<file path="config.mk">
export PLATFORM = sky130hd
export DESIGN_NAME = eth_tx_framer
export DESIGN_NICKNAME = d
export VERILOG_FILES = /design/src/rtl/eth_pkg.sv /design/src/rtl/eth_tx_crc8.sv /design/src/rtl/eth_tx_framer.sv
export SDC_FILE = /design/constraint.sdc
export NUM_CORES = 1
export LEC_CHECK = 0
export CAP_MARGIN = 10
export CORE_ASPECT_RATIO = 1.4
export CORE_MARGIN = 4
export CORE_UTILIZATION = 52
export DETAILED_ROUTE_END_ITERATION = 10
export GPL_TIMING_DRIVEN = 1
export MAX_ROUTING_LAYER = met4
export PLACE_DENSITY = 0.74
export SLEW_MARGIN = 15
export SYNTH_ARGS = -nofsm -noshare
export SYNTH_HDL_FRONTEND = slang
export SYNTH_HIERARCHICAL = 1
export SYNTH_SLANG_ARGS = --single-unit
</file>
<file path="constraint.sdc">
create_clock -name clk -period 3.36 [get_ports clk]
set_input_delay 1.008 -clock clk [delete_from_list [all_inputs] [get_ports clk]]
set_output_delay 1.008 -clock clk [all_outputs]
set_load 0.01 [all_outputs]
</file>
<file path="src/rtl/eth_pkg.sv">
// Shared types and constants for the Ethernet transmit framer.
// The state enum doubles as "what tx_data is carrying this cycle".
package eth_pkg;

  typedef enum logic [2:0] {
    ST_IDLE,
    ST_PRE,
    ST_SFD,
    ST_DATA,
    ST_PAD,
    ST_FCS,
    ST_UNDR,
    ST_IPG
  } eth_state_t;

  localparam logic [7:0]  ETH_PREAMBLE    = 8'h55;
  localparam logic [7:0]  ETH_SFD         = 8'hD5;
  localparam logic [31:0] ETH_CRC_POLY    = 32'hEDB88320;
  localparam logic [31:0] ETH_CRC_INIT    = 32'hFFFFFFFF;
  localparam logic [31:0] ETH_CRC_RESIDUE = 32'hDEBB20E3;

endpackage

</file>
<file path="src/rtl/eth_tx_crc8.sv">
// Reflected CRC-32 register advanced one byte (LSB first) per enabled cycle.
// init has priority over en and reloads the all-ones seed.
module eth_tx_crc8
  import eth_pkg::*;
(
  input  logic        clk,
  input  logic        rst_n,
  input  logic        init,
  input  logic        en,
  input  logic [7:0]  din,
  output logic [31:0] crc
);

  // Eight chained single-bit LFSR steps, din[0] first.
  for (genvar gi = 0; gi < 8; gi++) begin : g_bit
    logic [31:0] prev;
    logic [31:0] nxt;
    if (gi == 0) begin : g_first
      assign prev = crc;
    end else begin : g_chain
      assign prev = g_bit[gi-1].nxt;
    end
    assign nxt = (prev >> 1) ^ (ETH_CRC_POLY & {32{prev[0] ^ din[gi]}});
  end

  always_ff @(posedge clk or negedge rst_n) begin
    if (!rst_n) begin
      crc <= ETH_CRC_INIT;
    end else if (init) begin
      crc <= ETH_CRC_INIT;
    end else if (en) begin
      crc <= g_bit[7].nxt;
    end
  end

endmodule

</file>
<file path="src/rtl/eth_tx_framer.sv">
// Byte-wide Ethernet TX framer: preamble/SFD, payload, zero pad, FCS, IPG.
// Outputs are registered from the next state, so state_reg describes tx_data.
module eth_tx_framer
  import eth_pkg::*;
#(
  parameter int MIN_FRAME = 60,
  parameter int IPG_BYTES = 12
) (
  input  logic       clk,
  input  logic       rst_n,
  input  logic       in_valid,
  input  logic [7:0] in_data,
  input  logic       in_last,
  output logic       in_ready,
  output logic       tx_en,
  output logic       tx_er,
  output logic [7:0] tx_data,
  output logic       busy
);

  localparam logic [10:0] MIN_LEN   = 11'(MIN_FRAME);
  localparam logic [7:0]  IPG_LAST  = 8'(IPG_BYTES - 1);
  localparam logic [10:0] COUNT_MAX = 11'h7FF;

  eth_state_t  state_reg, state_next;
  logic [7:0]  cnt_reg, cnt_next;
  logic [10:0] byte_count_reg, byte_count_next;
  logic        last_taken_reg, last_taken_next;
  logic        tx_en_next, tx_er_next;
  logic [7:0]  tx_data_next;
  logic        crc_init, crc_en;
  logic [7:0]  crc_din;
  logic [31:0] crc, fcs;
  logic        accept, need_pad;

  assign in_ready = (state_reg == ST_SFD) || ((state_reg == ST_DATA) && !last_taken_reg);
  assign busy     = (state_reg != ST_IDLE);
  assign accept   = in_ready && in_valid;
  assign need_pad = (byte_count_reg < MIN_LEN);
  assign fcs      = ~crc;

  eth_tx_crc8 u_crc (
    .clk   (clk),
    .rst_n (rst_n),
    .init  (crc_init),
    .en    (crc_en),
    .din   (crc_din),
    .crc   (crc)
  );

  always_comb begin
    state_next      = state_reg;
    byte_count_next = byte_count_reg;
    last_taken_next = last_taken_reg;
    crc_init        = 1'b0;
    crc_en          = 1'b0;
    crc_din         = in_data;

    case (state_reg)
      ST_IDLE: if (in_valid) state_next = ST_PRE;
      ST_PRE:  if (cnt_reg == 8'd6) state_next = ST_SFD;
      ST_SFD, ST_DATA: begin
        if (last_taken_reg)
          state_next = need_pad ? ST_PAD : ST_FCS;
        else if (in_valid)
          state_next = ST_DATA;
        else
          state_next = ST_UNDR;
      end
      ST_PAD:  if (!need_pad) state_next = ST_FCS;
      ST_FCS:  if (cnt_reg == 8'd3) state_next = ST_IPG;
      ST_UNDR: state_next = ST_IPG;
      // The last gap cycle also serves as the IDLE decision, so a waiting
      // source sees exactly IPG_BYTES dead cycles rather than one extra.
      ST_IPG:  if (cnt_reg == IPG_LAST) state_next = in_valid ? ST_PRE : ST_IDLE;
      default: state_next = ST_IDLE;
    endcase

    // One shared phase counter: restarts on every state change.
    cnt_next = (state_next != state_reg) ? 8'd0 : cnt_reg + 8'd1;

    if ((state_next == ST_PRE) && (state_reg != ST_PRE)) begin
      crc_init        = 1'b1;
      byte_count_next = '0;
      last_taken_next = 1'b0;
    end

    if (accept && in_last) last_taken_next = 1'b1;

    if ((state_next == ST_DATA) || (state_next == ST_PAD)) begin
      crc_en  = 1'b1;
      crc_din = (state_next == ST_PAD) ? 8'h00 : in_data;
      if (byte_count_reg != COUNT_MAX) byte_count_next = byte_count_reg + 11'd1;
    end

    tx_en_next   = 1'b1;
    tx_er_next   = 1'b0;
    tx_data_next = 8'h00;
    case (state_next)
      ST_IDLE, ST_IPG: tx_en_next   = 1'b0;
      ST_PRE:          tx_data_next = ETH_PREAMBLE;
      ST_SFD:          tx_data_next = ETH_SFD;
      ST_DATA:         tx_data_next = in_data;
      ST_FCS:          tx_data_next = fcs[{cnt_next[1:0], 3'b000} +: 8];
      ST_UNDR:         tx_er_next   = 1'b1;
      default:         tx_data_next = 8'h00;
    endcase
  end

  always_ff @(posedge clk or negedge rst_n) begin
    if (!rst_n) begin
      state_reg      <= ST_IDLE;
      cnt_reg        <= '0;
      byte_count_reg <= '0;
      last_taken_reg <= 1'b0;
      tx_en          <= 1'b0;
      tx_er          <= 1'b0;
      tx_data        <= 8'h00;
    end else begin
      state_reg      <= state_next;
      cnt_reg        <= cnt_next;
      byte_count_reg <= byte_count_next;
      last_taken_reg <= last_taken_next;
      tx_en          <= tx_en_next;
      tx_er          <= tx_er_next;
      tx_data        <= tx_data_next;
    end
  end

endmodule

</file>
==> flow_summary.json, run 1 <==
{
  "fin_crit_ns": 3.26,
  "cts_tree": "built",
  "num_rows": 39,
  "wl_per_cell_um": 18.7,
  "ant_nets": 0,
  "insertedDiodeCount": 0,
  "drtIter0Drc": 147,
  "finalCritPeriodShare": 0.970,
  "clk_latency_ns": 0.34,
  "synth_cells": 424,
  "gp_congestion": 0.932,
  "fp.dieH_um": 116,
  "max_stage_delay_ns": 0.51,
  "crit_type": "flop to flop",
  "avgSynthCellArea_um2": 10.2,
  "syn_nets": 439,
  "track_usage": 0.258,
  "worst_path_most_repeated_cell": "xnor2_4",
  "status": "finished, final reports clean",
  "maxCapViolations": 0,
  "grt_overflow": 0,
  "fin_skew_ns": 0.00758,
  "hp-class": "flop to flop",
  "synth_warnings": 6,
  "grt_first_pass_wirelength_um": 18800,
  "dpl.cell_count": 594,
  "io_pins": 24,
  "cts_root_buf": "clkbuf_16",
  "antenna_found_initial": 0,
  "fillCellCount": 610,
  "start_kind": "flop",
  "cts_made_buffers": 9,
  "stdcell_count": 614,
  "ys_seq_area_frac": 0.386,
  "multiInputGateArea_um2": 2580,
  "drtPass1Iterations": 4,
  "cp_cell_sequence": "or4_4, or3_4, a32o_2, nand3_2, buf_2, and2_4, xnor2_4, xnor2_4, xnor2_2, buf_4, xnor2_1, a211o_1",
  "viasPerCell": 5.84,
  "cp.required_ns": 3.62,
  "synth_seq_cells": 65,
  "first_global_vias": 3799,
  "nNetsFinal": 522,
  "clkTransAtPathRegs_ns": 0.06,
  "portBuffers": 23,
  "tightest_slew_ns": 0.726,
  "seq_area_um2": 1670,
  "syn2layout_area_growth_pct": 29.1,
  "slowest_stage": "or4_4",
  "end_kind": "flop",
  "synth_cell_types": 66,
  "drive_above_1_share": 0.350,
  "core_um2": 8150,
  "synth_ff_type": "dfrtp_1",
  "hold_violations": 0,
  "num_vias": 3584,
  "clock_sinks": 65,
  "drc_errors": 0,
  "ys_async_sr_fraction": 1.00,
  "initial_utilization": 0.530,
  "synth_area_um2": 4320,
  "path_max_fanout": 4,
  "h-tree-depth": 3,
  "fp.dieArea_um2": 9860,
  "die_w_um": 85.1,
  "crit_arrival_ns": 3.52,
  "whs_ns": 0.501,
  "largest_reg_flops": 32,
  "maxSlewViolCount": 0,
  "max_freq_mhz": 307,
  "routed_wl_um": 11500,
  "synth_edf_count": 0,
  "grt_max_degree": 37,
  "cts_buffer_depth": 2,
  "setup_violations": 0,
  "relSlewSlack": 0.516,
  "fin_setup_tns_ns": 0,
  "dp_hpwl_um": 7940
}
repair_timing:
item,CTS,global route
endpoints found under the setup margin,24,19
hold buffers,0,0
setup buffers,3,0
gates cloned,0,1
resized for setup,15,5
pin swaps,6,0
worst max-delay path, delay by kind of cell (launching register included):
family | cells | cell delay (ns)
compound gates | 2 | 0.59
xor+xnor | 4 | 0.63
buf+inv | 2 | 0.33
flops | 1 | 0.43
simple gates | 4 | 1.18
logic make-up after synthesis:
group           share of synthesized area
simple gates                        0.174
compound gates                      0.170
xor+xnor                            0.214
flops                               0.386
buf+inv                            0.0347
mux                                0.0119
fa+ha+maj                         0.00868
worst paths after layout:
check	start	end	slack [ns]	depth (start not counted)
max reg2reg	cnt_reg[6]	u_crc/crc[8]	0.1	12
max in group asynchronous	rst_n	u_crc/crc[10]	1.92	2
min reg2reg	byte_count_reg[0]	byte_count_reg[0]	0.50	1
min in group asynchronous	rst_n	cnt_reg[2]	0.73	1
max	cnt_reg[6]	u_crc/crc[8]	0.1	12
min	byte_count_reg[0]	byte_count_reg[0]	0.50	1
final cells by class:
cell class / count / area share
Clock buffer: 11 / 0.0435
Clock inverter: 5 / 0.0141
Sequential cell: 65 / 0.299
Timing Repair Buffer: 91 / 0.145
Multi-Input combinational cell: 323 / 0.463
Inverter: 17 / 0.0123
Tap cell: 102 / 0.0229
stage by stage:
stage / utilization / setup WS (ns) / area, µm²
floorplan: - / 0.127 / 4320
global placement: 0.629 / -0.429 / 5130
detailed placement: 0.629 / -0.474 / 5130
CTS: 0.683 / 0.125 / 5560
global route: 0.685 / -0.000345 / 5580
finish: 0.685 / 0.0999 / 5580
synth_stat cells, types with 10 or more instances:
| cell type | instances | area share |
|---|---|---|
| or2_2 | 12 | 0.017 |
| nand3_1 | 11 | 0.013 |
| nand2_1 | 10 | 0.0087 |
| xnor2_4 | 10 | 0.064 |
| nor2_1 | 37 | 0.032 |
| nor3_1 | 10 | 0.012 |
| dfstp_2 | 32 | 0.19 |
| nor2b_1 | 10 | 0.014 |
| clkbuf_1 | 16 | 0.014 |
| a21oi_1 | 30 | 0.035 |
| inv_1 | 13 | 0.011 |
| and2_1 | 11 | 0.016 |
| o21ai_1 | 10 | 0.012 |
| dfrtp_1 | 33 | 0.19 |
| xnor2_1 | 37 | 0.075 |
| xor2_1 | 20 | 0.041 |
routing by layer:
metal	GRT usage	routed length, µm
met5	-	0
met3	0.0484	534
met4	0.118	384
met1	0.286	4450
met2	0.447	6140
placed cells by master (no fill, tap or decap), drive strengths merged, types with 4 or more instances in the layout:
cell           Yosys  layout
dfrtp             33      33
o21ai             18      18
and2              11      11
inv               16      16
xor2              20      20
o221ai             8       8
nor3              12      12
dfstp             32      32
o22ai              5       5
clkbuf            16      11
clkinv             1       4
o31ai              4       4
and3               4       4
nand2             10      10
clkdlybuf4s50      0      21
mux2i              4       4
nor2              37      37
buf                3      69
a211o              8       8
nor2b             10      10
a221oi             6       6
a21oi             30      30
nand3             11      11
or2               15      15
nor4               5       5
xnor2             55      55
Power of run 1 is left out: the tool's default activity adds up to more than one toggle a clock period on the data nets, which glitch-free logic cannot reach.
==> run 2: changes to the inputs <==
ABC_CLOCK_PERIOD_IN_PS = 3360   (was unset)
==> results of run 2 <==
Final layout, timing and power as in run 1 (identical DEF).
Power of run 2 is left out for the same reason.
